--- src/rtl/cnn_accel_pkg.sv ---
// Shared definitions for the stream reader: FSM state encoding and FIFO sizing.
package cnn_accel_pkg;

  typedef enum logic [1:0] {
    ST_IDLE   = 2'd0,
    ST_READ   = 2'd1,
    ST_FINISH = 2'd2
  } state_t;

  localparam int FIFO_DEPTH = 2;
  localparam int FIFO_CNT_W = 2;

endpackage

--- src/rtl/spram_stream_reader_if.sv ---
// Output stream bundle of the SPRAM stream reader.
interface spram_stream_reader_if #(
  parameter int W_DATA = 32
);
  // A beat transfers on a rising edge where m_valid && m_ready are both 1; once
  // m_valid is raised, m_data and m_last hold until that beat is accepted.
  logic              m_valid;
  logic [W_DATA-1:0] m_data;
  logic              m_last;
  logic              m_ready;

  modport master (output m_valid, output m_data, output m_last, input m_ready);
  modport slave  (input m_valid, input m_data, input m_last, output m_ready);
endinterface

--- src/rtl/stream_fifo2.sv ---
// Two-entry FIFO; a push and a pop in the same cycle leave the occupancy unchanged.
module stream_fifo2
  import cnn_accel_pkg::*;
#(
  parameter int W = 33
) (
  input  logic                  clk,
  input  logic                  rstn,
  input  logic                  push,
  input  logic [W-1:0]          push_data,
  input  logic                  pop,
  output logic                  full,
  output logic                  empty,
  output logic [W-1:0]          head,
  output logic [FIFO_CNT_W-1:0] count
);

  logic [W-1:0]          r_mem [FIFO_DEPTH];
  logic                  r_wptr;
  logic                  r_rptr;
  logic [FIFO_CNT_W-1:0] r_count;
  logic                  w_do_push;
  logic                  w_do_pop;

  assign full      = (r_count == FIFO_CNT_W'(FIFO_DEPTH));
  assign empty     = (r_count == '0);
  assign w_do_pop  = pop && !empty;
  // When full, a push is only taken if the head is leaving in the same cycle.
  assign w_do_push = push && (!full || w_do_pop);
  assign head      = r_mem[r_rptr];
  assign count     = r_count;

  always_ff @(posedge clk or negedge rstn) begin
    if (!rstn) begin
      for (int i = 0; i < FIFO_DEPTH; i++) r_mem[i] <= '0;
      r_wptr  <= 1'b0;
      r_rptr  <= 1'b0;
      r_count <= '0;
    end else begin
      if (w_do_push) begin
        r_mem[r_wptr] <= push_data;
        r_wptr        <= ~r_wptr;
      end
      if (w_do_pop) r_rptr <= ~r_rptr;
      case ({w_do_push, w_do_pop})
        2'b10:   r_count <= r_count + FIFO_CNT_W'(1);
        2'b01:   r_count <= r_count - FIFO_CNT_W'(1);
        default: r_count <= r_count;
      endcase
    end
  end

endmodule

--- src/rtl/spram_stream_reader.sv ---
// Reads num_words consecutive words from an external single-port RAM starting at
// base_addr and streams them out in order through a 2-entry FIFO.
module spram_stream_reader
  import cnn_accel_pkg::*;
#(
  parameter int W_DATA = 32,
  parameter int W_WORD = 4,
  parameter int W_LEN  = W_WORD + 1
) (
  input  logic              clk,
  input  logic              rstn,
  input  logic              start,
  input  logic [W_WORD-1:0] base_addr,
  input  logic [W_LEN-1:0]  num_words,
  output logic              busy,
  output logic              done,
  output logic              ram_en,
  output logic              ram_we,
  output logic [W_WORD-1:0] ram_addr,
  input  logic [W_DATA-1:0] ram_dout,
  spram_stream_reader_if.master m,
  output state_t            dbg_state
);

  state_t              r_state;
  logic                r_busy;
  logic                r_done;
  logic [W_WORD-1:0]   r_addr;
  logic [W_LEN-1:0]    r_num;
  logic [W_LEN-1:0]    r_issued;
  logic [W_LEN-1:0]    r_beats;
  logic                r_pend_valid;
  logic                r_pend_last;

  logic                  w_full;
  logic                  w_empty;
  logic [W_DATA:0]       w_head;
  logic [FIFO_CNT_W-1:0] w_count;
  logic                  w_pop;
  logic [2:0]            w_load;
  logic                  w_issue;
  logic                  w_issue_last;
  logic                  w_final_beat;

  assign w_pop        = !w_empty && m.m_ready;
  // Entries that will be held once this cycle's pop and the pending read settle;
  // counting the pop lets reads stream at one per cycle without overflowing.
  assign w_load       = 3'(w_count) + 3'(r_pend_valid) - 3'(w_pop);
  assign w_issue      = (r_state == ST_READ) && (r_issued != r_num) &&
                        (w_load < 3'(FIFO_DEPTH)) && !(w_full && !w_pop);
  assign w_issue_last = (r_issued == r_num - W_LEN'(1));
  assign w_final_beat = (r_beats == r_num - W_LEN'(1));

  assign busy      = r_busy;
  assign done      = r_done;
  assign ram_en    = w_issue;
  assign ram_we    = 1'b0;
  assign ram_addr  = r_addr;
  assign dbg_state = r_state;

  assign m.m_valid = !w_empty;
  assign m.m_data  = w_head[W_DATA-1:0];
  assign m.m_last  = w_head[W_DATA] && !w_empty;

  always_ff @(posedge clk or negedge rstn) begin
    if (!rstn) begin
      r_state  <= ST_IDLE;
      r_busy   <= 1'b0;
      r_done   <= 1'b0;
      r_addr   <= '0;
      r_num    <= '0;
      r_issued <= '0;
      r_beats  <= '0;
    end else begin
      case (r_state)
        ST_IDLE: begin
          r_done <= 1'b0;
          if (start) begin
            r_addr   <= base_addr;
            r_num    <= num_words;
            r_issued <= '0;
            r_beats  <= '0;
            r_busy   <= 1'b1;
            if (num_words == '0) begin
              r_state <= ST_FINISH;
              r_done  <= 1'b1;
            end else begin
              r_state <= ST_READ;
            end
          end
        end
        ST_READ: begin
          if (w_issue) begin
            r_addr   <= r_addr + W_WORD'(1);
            r_issued <= r_issued + W_LEN'(1);
          end
          if (w_pop) begin
            r_beats <= r_beats + W_LEN'(1);
            if (w_final_beat) begin
              r_state <= ST_FINISH;
              r_done  <= 1'b1;
            end
          end
        end
        ST_FINISH: begin
          r_done  <= 1'b0;
          r_busy  <= 1'b0;
          r_state <= ST_IDLE;
        end
        default: r_state <= ST_IDLE;
      endcase
    end
  end

  // RAM data appears one cycle after ram_en; the last-beat tag travels alongside.
  always_ff @(posedge clk or negedge rstn) begin
    if (!rstn) begin
      r_pend_valid <= 1'b0;
      r_pend_last  <= 1'b0;
    end else begin
      r_pend_valid <= w_issue;
      r_pend_last  <= w_issue && w_issue_last;
    end
  end

  stream_fifo2 #(
    .W (W_DATA + 1)
  ) u_fifo (
    .clk       (clk),
    .rstn      (rstn),
    .push      (r_pend_valid),
    .push_data ({r_pend_last, ram_dout}),
    .pop       (w_pop),
    .full      (w_full),
    .empty     (w_empty),
    .head      (w_head),
    .count     (w_count)
  );

endmodule

--- src/flat_wrapper.sv ---
// flat-port wrapper written by rule: the top's interface ports become plain ports
module spram_stream_reader_flat import cnn_accel_pkg::*;
#(
  parameter int W_DATA = 32,
  parameter int W_WORD = 4,
  parameter int W_LEN  = W_WORD + 1
)
  (clk, rstn, start, base_addr, num_words, busy, done, ram_en, ram_we, ram_addr, ram_dout, dbg_state, m_m_valid, m_m_data, m_m_last, m_m_ready);
  spram_stream_reader_if #(.W_DATA(W_DATA)) m_i ();
  input  logic clk;
  input  logic rstn;
  input  logic start;
  input  logic [W_WORD-1:0] base_addr;
  input  logic [W_LEN-1:0] num_words;
  output logic busy;
  output logic done;
  output logic ram_en;
  output logic ram_we;
  output logic [W_WORD-1:0] ram_addr;
  input  logic [W_DATA-1:0] ram_dout;
  output state_t dbg_state;
  output wire logic [$bits(m_i.m_valid)-1:0] m_m_valid;
  output wire logic [$bits(m_i.m_data)-1:0] m_m_data;
  output wire logic [$bits(m_i.m_last)-1:0] m_m_last;
  input wire logic [$bits(m_i.m_ready)-1:0] m_m_ready;
  assign m_m_valid = m_i.m_valid;
  assign m_m_data = m_i.m_data;
  assign m_m_last = m_i.m_last;
  assign m_i.m_ready = m_m_ready;
  spram_stream_reader #(.W_DATA(W_DATA), .W_WORD(W_WORD), .W_LEN(W_LEN)) u_core (.clk(clk), .rstn(rstn), .start(start), .base_addr(base_addr), .num_words(num_words), .busy(busy), .done(done), .ram_en(ram_en), .ram_we(ram_we), .ram_addr(ram_addr), .ram_dout(ram_dout), .m(m_i), .dbg_state(dbg_state));
endmodule
--- config.mk ---
export PLATFORM = sky130hd
export DESIGN_NAME = spram_stream_reader_flat
export DESIGN_NICKNAME = d
export VERILOG_FILES = /design/src/rtl/cnn_accel_pkg.sv /design/src/rtl/spram_stream_reader_if.sv /design/src/rtl/stream_fifo2.sv /design/src/rtl/spram_stream_reader.sv /design/src/flat_wrapper.sv
export SDC_FILE = /design/constraint.sdc
export NUM_CORES = 1
export LEC_CHECK = 0
export CAP_MARGIN = 20
export CORE_ASPECT_RATIO = 1.75
export CORE_UTILIZATION = 35
export DETAILED_ROUTE_END_ITERATION = 8
export MAX_ROUTING_LAYER = met4
export PLACE_DENSITY = 0.62
export SLEW_MARGIN = 20
export SYNTH_ARGS = -nofsm -noshare
export SYNTH_HDL_FRONTEND = slang
export SYNTH_SLANG_ARGS = --single-unit
--- constraint.sdc ---
create_clock -name clk -period 3.5 [get_ports clk]
set_clock_uncertainty 0.15 [all_clocks]
set_input_delay 0.35 -clock clk [delete_from_list [all_inputs] [get_ports clk]]
set_output_delay 0.35 -clock clk [all_outputs]
set_load 0.05 [all_outputs]
* Yosys cells after proc, flatten, opt, wreduce, memory -nomap -nowiden
Index checks and enable logic that the tools add are counted.
** Word-level totals
- Flip-flop bits (word level) :: 95
- Word-level logic and storage cells :: 97
- ROM bits :: 0
- Memory bits (writable) :: 0
- Memories :: 0
- Output and inout port bits :: 44
- Bits of input ports :: 45
- Latch bits :: 0
** Operators by class
- Div/mod/pow operators :: 0
- Bitwise gates (word level) :: 4
- Shift operators :: 0
- $add $sub $neg :: 8
- Equal/unequal tests :: 12
- Magnitude comparators :: 4
- Multiplexer cells :: 27
- Multiply operators :: 0
- Reductions and logical operators :: 28
** Operator list (count)
- $mux W33 :: 4
- $bwmux W66 :: 1
- $demux W33 S1 :: 1
- $pmux W5 S2 :: 2
- $mux W5 :: 3
- $reduce_and A3 Y1 :: 4
- $add A5 B1 Y5 const B :: 2
- $eq A5 B5 Y1 :: 2
- $logic_and A1 B1 Y1 :: 10
- $mux W2 :: 4
- $mux W4 :: 2
- $pmux W2 S2 :: 2
- $pmux W4 S2 :: 1
- $eq A2 B2 Y1 const B :: 3
- $reduce_bool A2 Y1 :: 3
- $logic_not A5 Y1 :: 1
- $mux W1 :: 5
- $ne A5 B5 Y1 :: 1
- $sub A5 B1 Y5 const B :: 1
- $add A4 B1 Y4 const B :: 1
- $eq A2 B1 Y1 const B :: 2
- $ge A2 B2 Y1 const B :: 2
- $logic_not A1 Y1 :: 4
- $logic_not A2 Y1 :: 2
- 15 further kinds :: 20

* Longest topological paths before layout
- Depth in word-level cells :: 9
- Gate-level depth with buffers :: 11
- Gate-level depth less buffers :: 9

* Modules after synthesis
Synthesis repeated with hierarchy kept, for this count alone.
** Unflattened totals
- Cell total of the unflattened synthesis :: 348
- Area total of the unflattened synthesis :: 4662.0 µm²
** Modules (own cells, without submodules)
- stream_fifo2 :: cells an instance 194, times used 1, area each 3071.7 µm², seq. area each 1751.7 µm²
- spram_stream_reader :: cells an instance 154, times used 1, area each 1590.3 µm², seq. area each 625.6 µm²

* Worst setup path after synthesis
No wires, ideal clock.
- Kind :: register to output
- From :: register u_core.u_fifo.r_count[0] (netlist: u_core.u_fifo.count[0])
- To :: output ram_en
- Arrival time :: 2.664 ns
- Buffers on the path :: 1
- Cell stages (with the launch flop) :: 10
- Path slack :: 0.336 ns
- Data required time :: 3.000 ns
- Cells stage by stage :: dfrtp_1 clkbuf_1 o21a_1 ha_1 nand2b_1 fa_1 or2_2 a21oi_1 o21ai_0 inv_1
** On the way
- Longest elaborated chain between the ends :: 7
- Elaborated cells between the ends (all ways) :: 12
- Those cells by class :: add/sub (2); order compare (1); eq/ne (1); reduce/logical (8)
** Ends and longest elaborated chain
- start: declaration :: RTL line stream_fifo2.sv:21 : logic [FIFO_CNT_W-1:0] r_count;
- start signal: assignment :: RTL line stream_fifo2.sv:46 : 2'b10: r_count <= r_count + FIFO_CNT_W'(1);
- start signal: assignment :: RTL line stream_fifo2.sv:47 : 2'b01: r_count <= r_count - FIFO_CNT_W'(1);
- start signal: assignment :: RTL line stream_fifo2.sv:48 : default: r_count <= r_count;
- parallel branches: the longest is 6 deep, another holds $add A2 B1 Y3
- $logic_and A1 B1 Y1 (*) :: RTL line spram_stream_reader.sv:50 : (w_load < 3'(FIFO_DEPTH)) && !(w_full && !w_pop);
- end: declaration :: RTL line flat_wrapper.sv:17 : output logic ram_en;
Every way passes the cells marked *.

* Worst setup path after layout
Same ends and word-level chain as after synthesis.

==> impl_metrics.py <==
metrics = {
    "synthesis": {
        "cell_area_after_synthesis_sq_um": 4650,
        "synth_instances": 361,
        "synth.ff_latch_count": 95,
        "synth_cell_type_count": 46,
        "mappedNetlistNets": 417,
        "yosys_most_used_dff": "sky130_fd_sc_hd__dfrtp_1",
        "synth_enable_flop_cells": 0,
        "yosys_warnings": 0,
        "seq_area_frac_synth_pct": 51.1,
        "postSynth.asyncResetShare_pct": 100,
        "avgSynthCellArea_sq_um": 12.9,
    },
    "setup_path": {
        "worst_setup_path_end_kind": "primary output",
        "reg2reg_to": "u_core.ram_addr[3]",
        "setup.reg_to_reg.worst_slack_ns": 0.56,
        "arrival_ns": 2.82,
        "critical_path.startpoint_type": "flip-flop",
        "critical-path-max-stage-delay_ns": 0.46,
        "cp.depth": 9,
        "worstSetupEndpoint": "ram_en",
        "critical_path.n_buffers_inverters": 2,
        "worstSetupPathType": "reg2out",
        "cpMaxStageDelayCell": "sky130_fd_sc_hd__dfrtp_2",
        "path_delay_family": "adder cells",
        "r2r_worst_path_depth": 9,
        "crit_reg_reg_startpoint": "u_core.u_fifo.count[0]",
        "startpoint": "u_core.u_fifo.count[0]",
        "required_ns": 3.00,
        "cp_max_fo": 7,
        "critical_path.cell_chain": "o21a_1 > ha_1 > nand2b_1 > fa_1 > or2_2 > a21oi_2 > o21ai_1 > inv_1 > buf_12",
    },
    "finish": {
        "most_common_cell_after_layout_fill_and_taps_aside": "sky130_fd_sc_hd__mux2_2",
        "fill_cells": 1227,
        "fraction_of_layout_instances_using_a_drive_strength_above_1_pct": 31.4,
        "final_util_pct": 46.4,
        "flow.area_growth_from_synthesis_pct": 28.9,
        "highest_count_cells_in_the_layout_ignoring_fill_and_taps": "sky130_fd_sc_hd__mux2_2 (105), sky130_fd_sc_hd__dfrtp_1 (94), sky130_fd_sc_hd__clkdlybuf4s50_1 (85)",
        "antennaDiodeCount": 0,
        "fin_nets": 500,
    },
    "clock_network": {
        "htree_num_levels": 3,
        "clock_tree_from_tritoncts": "done",
        "worst_skew_pair.late_latency_ns": 0.34,
        "cts.hold.buffers_added": 0,
        "cts_inserted_buffers": 9,
        "cts.reportedPaths.clkPinSlew_ns": 0.07,
        "postCtsSetupRepairBufs": 0,
        "ctsRootBufferMaster": "sky130_fd_sc_hd__clkbuf_16",
        "cts_buffer_depth": 2,
        "clock_sinks": 95,
    },
    "min_path": {
        "hold_path_class": "in2async",
    },
    "die": {
        "io_pins": 89,
        "floorplan.die_area_sq_um": 13800,
        "floorplan.rows": 55,
        "core_region_area_sq_um": 12900,
        "dieWidth_um": 89.2,
        "die_outline_height_um": 155,
        "initial_cell_density_of_the_core_pct": 36.0,
    },
    "place": {
        "dp_hpwl_mm": 7.07,
        "portBuffers": 87,
        "gpl.final_weighted_congestion": 0.823,
    },
    "timing": {
        "max_slew.worst_pin.slew_ns": 0.948,
        "share_of_the_clock_period_used_by_the_worst_path_after_layout_pct": 95.0,
        "grt_setup_unrepaired": "no",
        "max_slew_margin_vs_limit_pct": 36.7,
        "finalSetupViolations": 0,
        "achievable_clock_frequency_ghz": 0.301,
        "timing.final.hold_violations": 59,
        "period_minus_slack_ns": 3.32,
        "slew_viol_final": 0,
        "tns_ns": 0,
        "hold_slack_ns": -0.0288,
    },
    "job": {
        "drv.max_cap_violation_count": 0,
    },
    "outcome": {
        "failing_checks": "negative hold slack",
        "run_status": "finished with violations",
    },
    "grt": {
        "via_count_of_the_first_global_routing_pass": 3294,
        "grt.overflow.total": 0,
        "grt_antenna_before_repair": 0,
        "grt_pass1_wl_mm": 16.4,
        "globalRouteTotalUtil_pct": 16.0,
        "grt_start_max_net_pins": 69,
    },
    "drt": {
        "total_number_of_vias": 3058,
        "ant_nets": 0,
        "detail_route.wl_per_cell_um": 15.9,
        "routed_wl_mm": 9.88,
        "post-route-drc-count": 0,
        "first_iter_violations": 46,
        "drt_first_pass_iters": 4,
        "vias_per_cell": 4.93,
    },
    "power_and_ir_drop": {
        "report.power.total_mw": 6.40,
        "power_density_nw_per_um2": 1070,
        "leakagePower_nw": 2.60,
        "irDropWorstVdd_mv": 0.537,
    },
}
cells by family (layout without fill, tap and decap cells):
group           after synthesis  in the layout  share of synthesized area (%)
fa+ha+maj                    11             11                           3.12
buf+inv                      33            121                           3.66
other cells                   1              1                         0.0806
flops                        95             95                           51.1
compound gates               34             34                           5.51
mux                         110            110                           26.5
xor+xnor                     22             22                           4.44
simple gates                 55             55                           5.65
report_power, final:
part	internal, mW	switching [mW]
Clock	0.558	0.427
Combinational	1.51	1.97
Sequential	1.58	0.354
synth_stat cells, types with 2 or more instances:
library cell,n,area share (%)
sky130_fd_sc_hd__a211o_1,2,0.38
sky130_fd_sc_hd__a21oi_1,5,0.54
sky130_fd_sc_hd__and3_1,2,0.27
sky130_fd_sc_hd__buf_2,7,0.75
sky130_fd_sc_hd__buf_4,2,0.32
sky130_fd_sc_hd__buf_6,4,0.97
sky130_fd_sc_hd__clkbuf_1,8,0.65
sky130_fd_sc_hd__dfrtp_1,95,51
sky130_fd_sc_hd__ha_1,10,2.7
sky130_fd_sc_hd__inv_1,11,0.89
sky130_fd_sc_hd__mux2_2,105,25
sky130_fd_sc_hd__mux2i_1,5,1.1
sky130_fd_sc_hd__nand2_1,17,1.4
sky130_fd_sc_hd__nand2b_1,2,0.27
sky130_fd_sc_hd__nand3_1,8,0.86
sky130_fd_sc_hd__nand4_1,2,0.27
sky130_fd_sc_hd__nor2_1,15,1.2
sky130_fd_sc_hd__o211ai_1,5,0.81
sky130_fd_sc_hd__o21ai_0,7,0.75
sky130_fd_sc_hd__o31ai_1,3,0.48
sky130_fd_sc_hd__or2_2,2,0.27
sky130_fd_sc_hd__xnor2_1,9,1.7
sky130_fd_sc_hd__xor2_1,12,2.3
what timing repair did:
item	4_1_cts	5_1_grt
pin swaps	0	0
resized for setup	1	2
setup endpoints to repair	1	1
worst min path at each step:
stage / to / slack [ns] / cells after the start
CTS: u_core.u_fifo.r_mem[20] / 0.004 / 1
finish: u_core.u_fifo.r_mem[20] / -0.03 / 1
detailed placement: u_core.u_fifo.r_mem[15] / 0.34 / 1
floorplan: u_core.busy / -0.1 / 0
global route: u_core.u_fifo.r_mem[21] / 0.03 / 1
global placement: u_core.u_fifo.r_mem[0] / 0.33 / 1
through the flow:
step	cell area (sq um)	setup WS, ns	hold WS [ns]	std cells
CTS	6000	0.0739	0.00413	620
finish	6000	0.177	-0.0288	620
global route	6000	0.0455	0.0312	620
floorplan	4650	0.336	-0.0956	361
detailed placement	5700	0.0619	0.338	604
global placement	5700	0.138	0.331	604
cell type report:
cell class,instances,area (sq um),share of cell area (%)
Multi-Input combinational cell,233,2120,35.4
Timing Repair Buffer,94,943,15.7
Clock inverter,6,71.3,1.19
Tap cell,171,214,3.57
Inverter,11,41.3,0.688
Clock buffer,10,229,3.82
Sequential cell,95,2380,39.6
layer usage:
| layer | vias up | routed length, um | global-route usage (%) |
|---|---|---|---|
| met3 | 17 | 489 | 3.36 |
| met4 | 0 | 222 | 6.05 |
| met2 | 75 | 5220 | 27.8 |
| met5 | - | 0 | - |
| li1 | 1434 | - | - |
| met1 | 1532 | 3950 | 17.6 |
state kept, by name (all words and copies together) (netlist names):
name                  flops
u_core.busy               1
u_core.dbg_state          2
u_core.done               1
u_core.r_beats            5
u_core.r_issued           5
u_core.r_num              5
u_core.r_pend_last        1
u_core.r_pend_valid       1
u_core.ram_addr           4
u_core.u_fifo.count       2
u_core.u_fifo.r_mem      66
u_core.u_fifo.r_rptr      1
u_core.u_fifo.r_wptr      1
Note: power is estimated with default switching activity, not from simulation.
